==> config.mk <==
export PLATFORM = sky130hd
export DESIGN_NAME = mul_div_unit_flat
export DESIGN_NICKNAME = d
export VERILOG_FILES = /design/src/rtl/mul_div_if.sv /design/src/rtl/mul_div_unit.sv /design/src/flat_wrapper.sv
export SDC_FILE = /design/constraint.sdc
export NUM_CORES = 1
export LEC_CHECK = 0
export ABC_AREA = 0
export ABC_CLOCK_PERIOD_IN_PS = 3400
export CAP_MARGIN = 20
export CORE_MARGIN = 1.5
export CORE_UTILIZATION = 45
export DETAILED_ROUTE_END_ITERATION = 8
export PLACE_DENSITY_LB_ADDON = 0.05
export SLEW_MARGIN = 10
export SYNTH_ARGS = -nofsm -noshare
export SYNTH_HDL_FRONTEND = slang
export SYNTH_SLANG_ARGS = --single-unit
==> constraint.sdc <==
create_clock -name clk -period 3.4 [get_ports clk]
set_input_delay 0.51 -clock clk [delete_from_list [all_inputs] [get_ports clk]]
set_output_delay 0.51 -clock clk [all_outputs]
set_load 0.01 [all_outputs]
==> src/rtl/mul_div_if.sv <==
// Handshake and result bus between the ALU and the iterative multiply/divide unit.
interface mul_div_if #(
  parameter int n = 32
);
  logic         start;
  logic [1:0]   op;
  logic [n-1:0] A;
  logic [n-1:0] B;
  logic         busy;
  logic         done;
  logic         div_by_zero;
  logic [n-1:0] Hi;
  logic [n-1:0] Lo;

  modport master (output start, op, A, B,
                  input  busy, done, div_by_zero, Hi, Lo);
  modport slave  (input  start, op, A, B,
                  output busy, done, div_by_zero, Hi, Lo);
endinterface

==> src/rtl/mul_div_unit.sv <==
// Iterative multiply/divide unit owning the Hi/Lo register pair.
// Shift-add multiply and restoring divide share one 2n-bit work register
// and one n-bit operand register; signs are handled as magnitude + fixup.
module mul_div_unit #(
  parameter int n = 32
) (
  input  logic     clk,
  input  logic     rst,
  mul_div_if.slave bus
);
  localparam int CW = (n > 1) ? $clog2(n) : 1;

  typedef enum logic [1:0] {IDLE, CALC, SIGN, DONE} state_t;

  state_t         state, state_nx;
  logic [CW-1:0]  cnt;
  logic [2*n-1:0] prod;     // mult: {partial, multiplier}; div: {remainder, quotient}
  logic [n-1:0]   opr;      // mult: multiplicand magnitude; div: divisor magnitude
  logic           is_div, is_sgn, sa, sb;
  logic [n-1:0]   hi_r, lo_r;
  logic           dbz_r;

  logic           accept, zero_div, last;
  logic [n:0]     msum;
  logic [n:0]     dshift;
  logic [n+1:0]   dsub;
  logic [2*n-1:0] prod_fx;
  logic [n-1:0]   quo_fx, rem_fx;

  // Magnitude of a two's-complement operand when signed, raw value otherwise.
  function automatic logic [n-1:0] mag(input logic [n-1:0] x, input logic sgn);
    return (sgn && x[n-1]) ? (n'(0) - x) : x;
  endfunction

  assign accept   = bus.start && (state == IDLE || state == DONE);
  assign zero_div = accept && bus.op[1] && (bus.B == '0);
  assign last     = (cnt == CW'(n - 1));

  assign bus.busy        = (state == CALC) || (state == SIGN);
  assign bus.done        = (state == DONE);
  assign bus.div_by_zero = dbz_r;
  assign bus.Hi          = hi_r;
  assign bus.Lo          = lo_r;

  // One iteration step for both algorithms plus the final sign fixups.
  always_comb begin
    msum    = {1'b0, prod[2*n-1:n]} + {1'b0, (prod[0] ? opr : '0)};
    dshift  = {prod[2*n-1:n], prod[n-1]};
    dsub    = {1'b0, dshift} - {2'b0, opr};
    prod_fx = (is_sgn && (sa ^ sb)) ? ((2*n)'(0) - prod) : prod;
    quo_fx  = (is_sgn && (sa ^ sb)) ? (n'(0) - prod[n-1:0]) : prod[n-1:0];
    rem_fx  = (is_sgn && sa) ? (n'(0) - prod[2*n-1:n]) : prod[2*n-1:n];
  end

  // State register.
  always_ff @(posedge clk) begin
    if (rst) state <= IDLE;
    else     state <= state_nx;
  end

  // Next-state logic: divide-by-zero short-circuits straight to DONE.
  always_comb begin
    state_nx = state;
    case (state)
      IDLE, DONE: begin
        if (zero_div)    state_nx = DONE;
        else if (accept) state_nx = CALC;
        else             state_nx = IDLE;
      end
      CALC:    if (last) state_nx = SIGN;
      SIGN:    state_nx = DONE;
      default: state_nx = IDLE;
    endcase
  end

  // Operand latch, iteration datapath and Hi/Lo write-back.
  always_ff @(posedge clk) begin
    if (rst) begin
      cnt    <= '0;
      prod   <= '0;
      opr    <= '0;
      is_div <= 1'b0;
      is_sgn <= 1'b0;
      sa     <= 1'b0;
      sb     <= 1'b0;
      hi_r   <= '0;
      lo_r   <= '0;
      dbz_r  <= 1'b0;
    end else begin
      case (state)
        IDLE, DONE: begin
          if (accept) begin
            is_div <= bus.op[1];
            is_sgn <= bus.op[0];
            sa     <= bus.A[n-1];
            sb     <= bus.B[n-1];
            cnt    <= '0;
            dbz_r  <= zero_div;
            if (zero_div) begin
              hi_r <= bus.A;
              lo_r <= '1;
            end else if (bus.op[1]) begin
              prod <= {{n{1'b0}}, mag(bus.A, bus.op[0])};
              opr  <= mag(bus.B, bus.op[0]);
            end else begin
              prod <= {{n{1'b0}}, mag(bus.B, bus.op[0])};
              opr  <= mag(bus.A, bus.op[0]);
            end
          end
        end
        CALC: begin
          cnt <= cnt + CW'(1);
          if (is_div) begin
            if (!dsub[n+1]) prod <= {dsub[n-1:0], prod[n-2:0], 1'b1};
            else            prod <= {dshift[n-1:0], prod[n-2:0], 1'b0};
          end else begin
            prod <= {msum, prod[n-1:1]};
          end
        end
        SIGN: begin
          if (is_div) begin
            hi_r <= rem_fx;
            lo_r <= quo_fx;
          end else begin
            hi_r <= prod_fx[2*n-1:n];
            lo_r <= prod_fx[n-1:0];
          end
        end
        default: ;
      endcase
    end
  end
endmodule

==> src/flat_wrapper.sv <==
// flat-port wrapper written by rule: the top's interface ports become plain ports
module mul_div_unit_flat 
#(
  parameter int n = 32
)
  (clk, rst, bus_start, bus_op, bus_A, bus_B, bus_busy, bus_done, bus_div_by_zero, bus_Hi, bus_Lo);
  mul_div_if #(.n(n)) bus_i ();
  input  logic clk;
  input  logic rst;
  input wire logic [$bits(bus_i.start)-1:0] bus_start;
  input wire logic [$bits(bus_i.op)-1:0] bus_op;
  input wire logic [$bits(bus_i.A)-1:0] bus_A;
  input wire logic [$bits(bus_i.B)-1:0] bus_B;
  output wire logic [$bits(bus_i.busy)-1:0] bus_busy;
  output wire logic [$bits(bus_i.done)-1:0] bus_done;
  output wire logic [$bits(bus_i.div_by_zero)-1:0] bus_div_by_zero;
  output wire logic [$bits(bus_i.Hi)-1:0] bus_Hi;
  output wire logic [$bits(bus_i.Lo)-1:0] bus_Lo;
  assign bus_i.start = bus_start;
  assign bus_i.op = bus_op;
  assign bus_i.A = bus_A;
  assign bus_i.B = bus_B;
  assign bus_busy = bus_i.busy;
  assign bus_done = bus_i.done;
  assign bus_div_by_zero = bus_i.div_by_zero;
  assign bus_Hi = bus_i.Hi;
  assign bus_Lo = bus_i.Lo;
  mul_div_unit #(.n(n)) u_core (.clk(clk), .rst(rst), .bus(bus_i));
endmodule
==> impl_metrics.yaml, run 1 <==
sta:
  fmax_ghz: 0.2925
  worstMarginPinSlew_ns: 1.089
  setup_viol: 1
  slew_violations: 0
  grt_setup_unrepaired: "true"
  skew_ns: 0.01475
  slew_headroom: 0.2737
  finalCritPeriodShare: 1.006
  min_period_ns: 3.419
  hold_violations: 0
  fin_ws_ns: -0.01921
  tns_ns: -0.01921
route:
  route.detailed.drc: 0
  dr.pass1.iters: 6
  ant_nets: 0
  routedWlPerCell_um: 21.46
  drt-initial-drc-count: 1347
  vias: 15826
  wl_um: 56670
  via_per_inst: 5.992
grt:
  overflow: 0
  grt_pass1_vias: 15022
  grt_pass1_wl_um: 86280
  grt_max_degree: 98
  antenna_found_initial: 0
  track_usage: 0.3396
cells_and_area:
  nets: 2372
  area_growth_pct: 31.62
  multi_input_area_mm2: 0.01037
  drive_above_1_share: 0.1961
  fill_cells: 2910
  diodes: 0
  final_core_util: 0.5991
  seq_area_mm2: 0.003448
logic_synthesis:
  yosys_warnings: 0
  synth_edf_count: 0
  synth_cells: 1907
  ys.flop_type: "dfxtp_1"
  synthesis.nets: 2052
  yosysUniqueCellTypes: 77
  synth.avg_cell_area_um2: 7.512
  ys_seq_area_frac: 0.2403
  async_flop_share: 0
  netlist_area_mm2: 0.01433
  ys_ff_latch: 172
clock_network:
  cts_tree: "yes"
  cts_hold_buf: 0
  insertion_delay_ns: 0.46
  cts.clk_slew.worst_paths_ns: 0.07
  cts-root-buf: "clkbuf_16"
  cts-buffers-inserted: 17
  clkSinkCount: 172
  htree_levels: 4
  cts_buffer_depth: 2
die:
  die_y_um: 181.4
  chipWidth_um: 181.4
  coreArea_mm2: 0.03147
  rows: 65
  dieArea_mm2: 0.03292
  io_pins: 136
  initial_core_util: 0.4552
worst_hold_path:
  hold_class: "flop to flop"
  hold_start: "u_core.opr[6]"
  hold_end: "u_core.opr[6]"
  whs_path_depth: 2
placement:
  pre_cts_slack_ns: -0.2307
  place_hpwl_um: 44760
  port_buffers: 135
  globalplace.congestion: 1.055
setup_path:
  crit_arrival_ns: 3.77
  cp_cell_sequence: "buf_4 -> or4_4 -> or4_4 -> nor4_4 -> nand2_2 -> nor4_2 -> o22a_1 -> o21ai_0 -> xnor2_1 -> a2111oi_2"
  reg2reg_slack_ns: -0.02
  crit_path_max_incr_delay_ns: 0.54
  crit_path_top_delay_cell: "or4_4"
  end_kind: "flop"
  cp_common_cell: "or4_4"
  r2r_cells: 10
  path_class: "flop to flop"
  rr_endpoint: "u_core.bus.Hi[31]"
  r2r-start: "u_core.prod[0]"
  crit_required_ns: 3.75
  cp_max_fo: 4
  cp-start-kind: "flop"
power_and_ir_drop:
  p_sw_w: 0.005221
  seqPwrFrac: 0.247
  pwr-share-clk: 0.160
  swShare: 0.4464
  power_leakage_nw: 7.848
  power_density_mw_per_mm2: 620.2
  power.internal_w: 0.006475
  vdd_drop_max_mv: 0.4178
  comb_power_share: 0.592
outcome:
  violations: "negative setup slack"
  status: "finished with violations"
job:
  maxCapViolCount: 0
-- critical path: cells and delay by family (launching register included) --
kind / cells / cell delay (ns)
DFF: 1 / 0.37
AOI/OAI and AO/OA: 3 / 0.81
buffers and inverters: 1 / 0.16
and+or+nand+nor: 5 / 1.74
xor gates and xnor gates: 1 / 0.21
-- flip-flops by register name, summed over array words and instances, names as in the netlist --
name                    flops
u_core.prod                64
u_core.sa                   1
u_core.sb                   1
u_core.state                2
u_core.is_div               1
u_core.opr                 32
u_core.bus.div_by_zero      1
u_core.cnt                  5
u_core.bus.Lo              32
u_core.bus.Hi              32
u_core.is_sgn               1
-- power groups by stage --
stage	sequential, W	combinational, W	clock, W
after floorplan	0.00288	0.00386	0
after global placement	0.00289	0.00655	0
after detailed placement	0.00291	0.00662	0
after CTS	0.00287	0.00670	0.00189
after global routing	0.00295	0.00744	0.00196
final	0.00289	0.00693	0.00188
-- cells in the mapped netlist, drive strengths merged, types with 21 or more instances --
cell / number / area share
nor2: 261 / 0.069
dfxtp: 172 / 0.24
nand2: 166 / 0.043
a21oi: 142 / 0.050
clkbuf: 107 / 0.028
a211oi: 93 / 0.049
xor2: 92 / 0.056
o21ai: 85 / 0.030
xnor2: 81 / 0.050
ha: 74 / 0.065
inv: 63 / 0.017
nor3: 63 / 0.023
mux2i: 50 / 0.035
a21o: 42 / 0.022
mux2: 34 / 0.027
nor4: 28 / 0.014
o211ai: 27 / 0.014
buf: 25 / 0.0087
o31ai: 25 / 0.015
nand3: 24 / 0.0084
o22ai: 21 / 0.0092
-- worst max-delay path by stage --
stage | startpoint | endpoint | slack, ns | cells past startpoint
detailed placement | u_core.prod[0] | u_core.bus.Hi[31] | -0.23 | 10
global placement | bus_B[2] | u_core.prod[29] | -0.19 | 11
global route | u_core.prod[31] | u_core.prod[60] | -0.11 | 14
CTS | u_core.prod[0] | u_core.prod[60] | 0.008 | 16
finish | u_core.prod[0] | u_core.bus.Hi[31] | -0.02 | 10
floorplan | u_core.prod[0] | u_core.prod[60] | -0.01 | 14
-- cell type report --
class	instances	share of cell area
sequential	172	0.1829
inverter	63	0.01281
tap	402	0.02667
clock buffer	20	0.02369
timing repair buffer	433	0.1993
clock inverter	11	0.004512
multi-input combinational	1540	0.5501
-- timing repair --
item	in CTS	in global routing
resized for setup	17	48
hold endpoints to repair	0	0
pin swaps	8	30
setup endpoints to repair	25	38
setup buffers	3	8
-- metal layers --
metal  part of all wire  GRT usage  vias to the layer above
li1                   -          -                     7572
met1               0.42     0.4234                     7537
met2               0.48     0.5765                      596
met3              0.061    0.04452                      121
met4              0.046     0.1683                        0
met5                  0          0                        -
-- stage by stage --
| step | power [W] | std cells | area [µm²] | hold slack, ns |
|---|---|---|---|---|
| floorplan | 0.006735 | 1907 | 14340 | 0.4319 |
| detailed placement | 0.009525 | 2600 | 17990 | 0.4480 |
| global route | 0.01234 | 2641 | 18860 | 0.4764 |
| CTS | 0.01147 | 2634 | 18600 | 0.4633 |
| global placement | 0.009444 | 2600 | 17990 | 0.4406 |
| finish | 0.01170 | 2641 | 18860 | 0.4632 |
-- cells in the final DEF, fill, tap and decap left out, types with 13 or more instances in the layout --
cell type        Yosys  routed
o22ai_1             21      21
clkbuf_16            0      17
ha_1                74      71
mux2i_1             50      49
and2_1              14      14
a21oi_1            141     138
o31ai_1             22      21
o221ai_1            20      18
o211ai_1            27      27
clkdlybuf4s50_1      0     133
a21o_1              42      42
nor4_1              25      22
a311oi_1            20      20
dfxtp_1            172     170
a31oi_1             14      13
o21ai_0             77      68
inv_1               62      61
nor2_1             260     256
nand2_1            166     165
buf_12               0      13
nand3_1             24      24
buf_4                0     282
and3_1              13      13
a211oi_1            93      87
nor3_1              60      59
xor2_1              92      91
xnor2_1             81      79
mux2_2              33      33
-- cell families (layout without fill, tap and decap cells) --
group | after synthesis | in the layout | share of synthesized area
multiplexers | 84 | 84 | 0.06166
XOR/XNOR | 173 | 173 | 0.1058
adder cells (fa/ha/maj) | 76 | 76 | 0.06742
flip-flops | 172 | 172 | 0.2403
buffers and inverters | 195 | 527 | 0.05327
AND/OR/NAND/NOR | 647 | 647 | 0.2095
AO/OA/AOI/OAI | 560 | 560 | 0.2620
Note: power is estimated with default switching activity, not from simulation.
==> run 2, diff against run 1 <==
Settings changed: GPL_TIMING_DRIVEN set to 0.
==> run 2 against run 1 <==
  * The flow still finishes with violations (negative setup slack)
  * Via count decreased by 0.19%
  * Cell count fell by 4.1%
  * Cell area shrank 3.7%
  * Count of clock-buffer cells in the layout grew 1
  * Clock skew is 0.0034 ns lower
  * Critical path depth rose by 4
  * Hold slack got worse by 0.0030 ns
  * Power hardly changed
  * Core utilization fell by 2.2 points
  * Critical path type unchanged
==> impl_metrics.yaml, run 2 (synthesis gave the netlist of run 1 again) <==
cells_and_area:
  final_common_cell: "nor2_1"
  final_area_mm2: 0.01816
  fill_cells: 3053
  seq_area_mm2: 0.003467
  drive_above_1_share: 0.1497
  nets: 2264
  area_growth_pct: 26.73
  mostFrequentLayoutCells: "251 x nor2_1, 161 x dfxtp_1, 160 x nand2_1"
  multi_input_area_mm2: 0.01089
  largest_reg_flops: 64
  regMostFlops: "u_core.prod"
  fin_cells: 2534
sta:
  grt_setup_unrepaired: "true"
  hold_violations: 0
  fmax_ghz: 0.2778
  fin_ws_ns: -0.2000
  worstMarginPinSlew_ns: 1.187
  slew_violations: 0
  slew_headroom: 0.2084
  min_period_ns: 3.600
  finalCritPeriodShare: 1.059
  skew_ns: 0.01138
  setup_viol: 14
  tns_ns: -1.506
route:
  drt-initial-drc-count: 1340
  wl_um: 62700
  routedWlPerCell_um: 24.74
  ant_nets: 0
  via_per_inst: 6.234
  vias: 15796
  dr.pass1.iters: 7
  route.detailed.drc: 0
power_and_ir_drop:
  swShare: 0.4746
  power_leakage_nw: 7.046
  power.internal_w: 0.006151
  p_sw_w: 0.005556
  pwr-share-clk: 0.167
  vdd_drop_max_mv: 0.4196
  comb_power_share: 0.579
  power_density_mw_per_mm2: 644.8
  seqPwrFrac: 0.253
grt:
  overflow: 0
  grt_pass1_wl_um: 93050
  grt_pass1_vias: 15120
  antenna_found_initial: 2
  grt_max_degree: 17
  track_usage: 0.3763
setup_path:
  cp-endpoint: "u_core.bus.Hi[18]"
  r2r-start: "u_core.prod[0]"
  path_class: "flop to flop"
  end_kind: "flop"
  rr_endpoint: "u_core.bus.Hi[18]"
  crit_required_ns: 3.74
  worstSetupStartpoint: "u_core.prod[0]"
  r2r_cells: 14
  reg2reg_slack_ns: -0.20
  crit_arrival_ns: 3.94
  cp-start-kind: "flop"
  cp_max_fo: 6
outcome:
  violations: "negative setup slack"
  status: "finished with violations"
clock_network:
  cts_buffer_depth: 2
  cts.clk_slew.worst_paths_ns: 0.07
  cts_tree: "yes"
  cts-root-buf: "clkbuf_16"
  cts_hold_buf: 0
  clkSinkCount: 172
  htree_levels: 4
  insertion_delay_ns: 0.47
  cts-buffers-inserted: 17
placement:
  pre_cts_slack_ns: -1.851
  place_hpwl_um: 48930
  dp.cells: 2444
  port_buffers: 134
  placement.cell_area_mm2: 0.01620
  globalplace.congestion: 1.011
die:
  chipWidth_um: 181.4
  dieArea_mm2: 0.03292
  die_y_um: 181.4
  initial_core_util: 0.4552
  io_pins: 136
  rows: 65
  coreArea_mm2: 0.03147
worst_hold_path:
  hold_class: "flop to flop"
  whs_path_depth: 2
job:
  maxCapViolCount: 0
==> run 2: changes by cell type in the layout (fill, tap and decap cells not counted), sizes merged <==
| cell | change |
|---|---|
| dlygate4sd2 | +3 |
| clkinvlp | -1 |
| inv | -1 |
| diode | +1 |
| buf | -214 |
| clkbuf | +106 |
| clkdlybuf4s50 | -2 |
| clkinv | +1 |
==> run 2: layout make-up <==
cell class,instances,area share
diodes,1,0.0001378
plain buffers,126,0.03287
clock buffers,21,0.02591
clock inverters,10,0.004479
inverters,63,0.01337
multi-input cells,1540,0.6000
flip-flops and latches,172,0.1910
well taps,402,0.02770
repair buffers,199,0.1045
==> run 2: worst min path at each step <==
stage | startpoint | end | slack, ns
after floorplan | u_core.opr[28] | u_core.opr[28] | 0.43
after global placement | u_core.opr[7] | u_core.opr[7] | 0.44
after detailed placement | u_core.opr[2] | u_core.opr[2] | 0.45
after CTS | u_core.opr[6] | u_core.opr[6] | 0.46
after global routing | u_core.opr[7] | u_core.opr[7] | 0.48
final | u_core.opr[6] | u_core.opr[6] | 0.46
==> run 2: timing repair <==
action | 4_1_cts | 5_1_grt
endpoints found under the setup margin | 160 | 138
cloned | 1 | 0
hold endpoints to repair | 0 | 0
resized for setup | 118 | 125
pin swaps | 41 | 49
buffers inserted | 35 | 29
==> run 2: power by group through the flow <==
stage                     Clock (W)  Sequential (W)  Combinational [W]
after floorplan                   0         0.00288            0.00386
after global placement            0         0.00294            0.00588
after detailed placement          0         0.00296            0.00594
after CTS                   0.00195         0.00293            0.00634
after global routing        0.00202         0.00301            0.00723
final                       0.00196         0.00297            0.00678
==> run 2: worst max-delay path, cell delays in order, from the launching register on <==
cell and delay, ns:
dfxtp_4 0.38, clkinvlp_4 0.10, buf_12 0.12, buf_12 0.09
ha_4 0.12, or3b_4 0.38, or4_4 0.53, or4_4 0.56
nor3_4 0.26, a21oi_2 0.08, o31ai_4 0.27, xor2_2 0.25
a211oi_2 0.13, a21oi_1 0.15, nor2_1 0.05
==> run 2: stage by stage <==
step	hold WS (ns)	utilization	power, W
after global routing	0.4822	0.5769	0.01227
after floorplan	0.4319	-	0.006735
after global placement	0.4435	0.5143	0.008825
final	0.4602	0.5769	0.01171
after detailed placement	0.4489	0.5147	0.008898
after CTS	0.4628	0.5536	0.01122
==> run 2: routing by layer <==
metal	vias to the layer above	GRT usage	wire length, µm
li1	7353	-	-
met2	669	0.6422	29970
met5	-	0	10
met3	190	0.06939	4199
met1	7582	0.4483	25230
met4	2	0.2020	3293
==> run 3, diff against run 2 <==
Settings changed: CORE_UTILIZATION 45 to 54, TNS_END_PERCENT set to 100.
==> run 3 against run 2 <==
  * Sequential cell count unchanged
  * Clock skew is 0.0055 ns higher
  * Non-clock buffer count shrank 18
  * Via count up 1.0%
  * Core utilization increased by 11 points
  * Cell count down 3.3%
  * Die area is 16% lower
  * Global-route usage rose by 3.4 points
  * Power is 0.88% lower
  * The flow still finishes with violations (negative setup slack)
  * Setup slack improved by 0.14 ns
  * Register-to-register slack improved by 0.14 ns
  * Highest routed layer is now met4
  * Hold slack lost 0.0062 ns
  * Largest cell class unchanged
==> impl_metrics.yaml, run 3 (synthesis gave the netlist of run 1 again) <==
sta:
  setup_viol: 4
  min_period_ns: 3.456
  fin_hold_ws_ns: 0.4540
  slew_headroom: 0.3308
  slew_violations: 0
  grt_setup_unrepaired: "true"
  hold_violations: 0
  worstMarginPinSlew_ns: 1.004
  tns_ns: -0.1183
  fmax_ghz: 0.2893
  finalCritPeriodShare: 1.017
  fin_ws_ns: -0.05616
  skew_ns: 0.01691
cells_and_area:
  final_core_util: 0.6830
  area_growth_pct: 24.23
  drive_above_1_share: 0.1296
  multi_input_area_mm2: 0.01072
  fin_cells: 2450
  final_common_cell: "nor2_1"
  mostFrequentLayoutCells: "254 x nor2_1, 167 x dfxtp_1, 158 x nand2_1"
  fill_cells: 2243
  regMostFlops: "u_core.prod"
  largest_reg_flops: 64
  nets: 2246
  seq_area_mm2: 0.003455
grt:
  grt_util_met2: 0.6290
  grt-busiest-layer: "met2"
  grt_use_met3: 0.1080
  grt_pass1_wl_um: 87150
  grt_pass1_vias: 14826
  grt_max_degree: 22
  track_usage: 0.4102
  antenna_found_initial: 0
  met1_usage: 0.5239
  overflow: 0
route:
  ant_nets: 0
  vias: 15961
  dr.pass1.iters: 6
  routedWlPerCell_um: 24.03
  via_per_inst: 6.515
  wl_um: 58880
  route.detailed.drc: 0
  drt-initial-drc-count: 1800
clock_network:
  cts-root-buf: "clkbuf_16"
  cts_buffer_depth: 2
  insertion_delay_ns: 0.46
  cts-buffers-inserted: 17
  cts_tree: "yes"
  cts.clk_slew.worst_paths_ns: 0.08
  htree_levels: 4
  clkSinkCount: 172
power_and_ir_drop:
  pwr-share-clk: 0.181
  p_sw_w: 0.005521
  comb_power_share: 0.562
  power.total_w: 0.01160
  power_leakage_nw: 6.978
  power_density_mw_per_mm2: 652.0
  swShare: 0.4758
  vdd_drop_max_mv: 0.4332
  power.internal_w: 0.006083
  seqPwrFrac: 0.256
outcome:
  violations: "negative setup slack"
  status: "finished with violations"
setup_path:
  path_class: "flop to flop"
  crit_required_ns: 3.78
  rr_endpoint: "u_core.bus.Hi[10]"
  cp-start-kind: "flop"
  crit_arrival_ns: 3.83
  reg2reg_slack_ns: -0.06
  end_kind: "flop"
  r2r_cells: 13
  cp_max_fo: 6
  r2r-start: "u_core.prod[0]"
die:
  dieArea_mm2: 0.02752
  rows: 59
  initial_core_util: 0.5498
  io_pins: 136
  coreArea_mm2: 0.02606
  chipWidth_um: 165.9
  die_y_um: 165.9
placement:
  place_hpwl_um: 45480
  port_buffers: 134
  dp.cells: 2377
  globalplace.congestion: 0.9951
job:
  maxCapViolCount: 0
worst_hold_path:
  hold_end: "u_core.opr[29]"
  hold_start: "u_core.opr[29]"
  whs_path_depth: 2
  hold_class: "flop to flop"
## run 3: changes by cell type in the layout (fill, tap and decap cells not counted), sizes merged
cell | previous run | this run
inv | 66 | 67
clkbuf | 126 | 119
clkinvlp | 2 | 1
dlymetal6s2s | 0 | 2
buf | 86 | 71
clkinv | 5 | 10
dlygate4sd2 | 3 | 1
## run 3: worst max path at each step
stage	slack [ns]	endpoint	cells after the start	start
CTS	-0.04	u_core.prod[63]	15	u_core.prod[0]
global placement	-1.54	u_core.prod[51]	13	bus_B[2]
global route	-0.11	u_core.prod[63]	17	u_core.prod[0]
detailed placement	-1.51	u_core.prod[51]	14	bus_B[2]
floorplan	-0.01	u_core.prod[60]	14	u_core.prod[0]
finish	-0.06	u_core.bus.Hi[10]	13	u_core.prod[0]
## run 3: power groups by stage
stage	Combinational, W	Sequential, W	Clock, W
after global placement	0.00568	0.00293	0
after floorplan	0.00386	0.00288	0
after detailed placement	0.00578	0.00295	0
final	0.00653	0.00297	0.00210
after global routing	0.00696	0.00302	0.00217
after CTS	0.00605	0.00294	0.00209
## run 3: per-layer routing
metal / vias to the layer above / wire [µm]
li1: 7319 / -
met1: 7520 / 23400
met2: 929 / 25290
met3: 193 / 6592
met4: 0 / 3599
met5: - / 0
## run 3: area by class of cell
type                    count  area share
diodes                      1   0.0001406
repair buffers            181     0.09737
clock buffers              17     0.02390
inverters                  63     0.01371
plain buffers             126     0.03276
clock inverters            15     0.01195
multi-input cells        1540      0.6025
well taps                 335     0.02355
flip-flops and latches    172      0.1941
## run 3: through the flow
step | setup slack, ns | cell area [µm²]
2_1_floorplan | -0.01273 | 14340
3_3_place_gp | -1.537 | 16100
3_5_place_dp | -1.511 | 16110
4_1_cts | -0.04175 | 17200
5_1_grt | -0.1062 | 17790
6_report | -0.05616 | 17800
## run 3: what timing repair did
action,4_1_cts,5_1_grt
resized for setup,82,119
pin swaps,28,64
gates cloned,0,2
hold buffers,0,0
setup endpoints to repair,160,104
buffers inserted,27,17
## run 3: critical path, stage by stage, from the launching register on
cell	delay, ns
dfxtp_4	0.38
inv_8	0.07
buf_8	0.11
ha_4	0.13
or3b_4	0.37
or4_4	0.44
or4_4	0.65
nor3_4	0.27
o2bb2ai_2	0.15
nor2_2	0.07
a221oi_2	0.33
mux2_4	0.22
nand2_2	0.06
a21oi_2	0.11
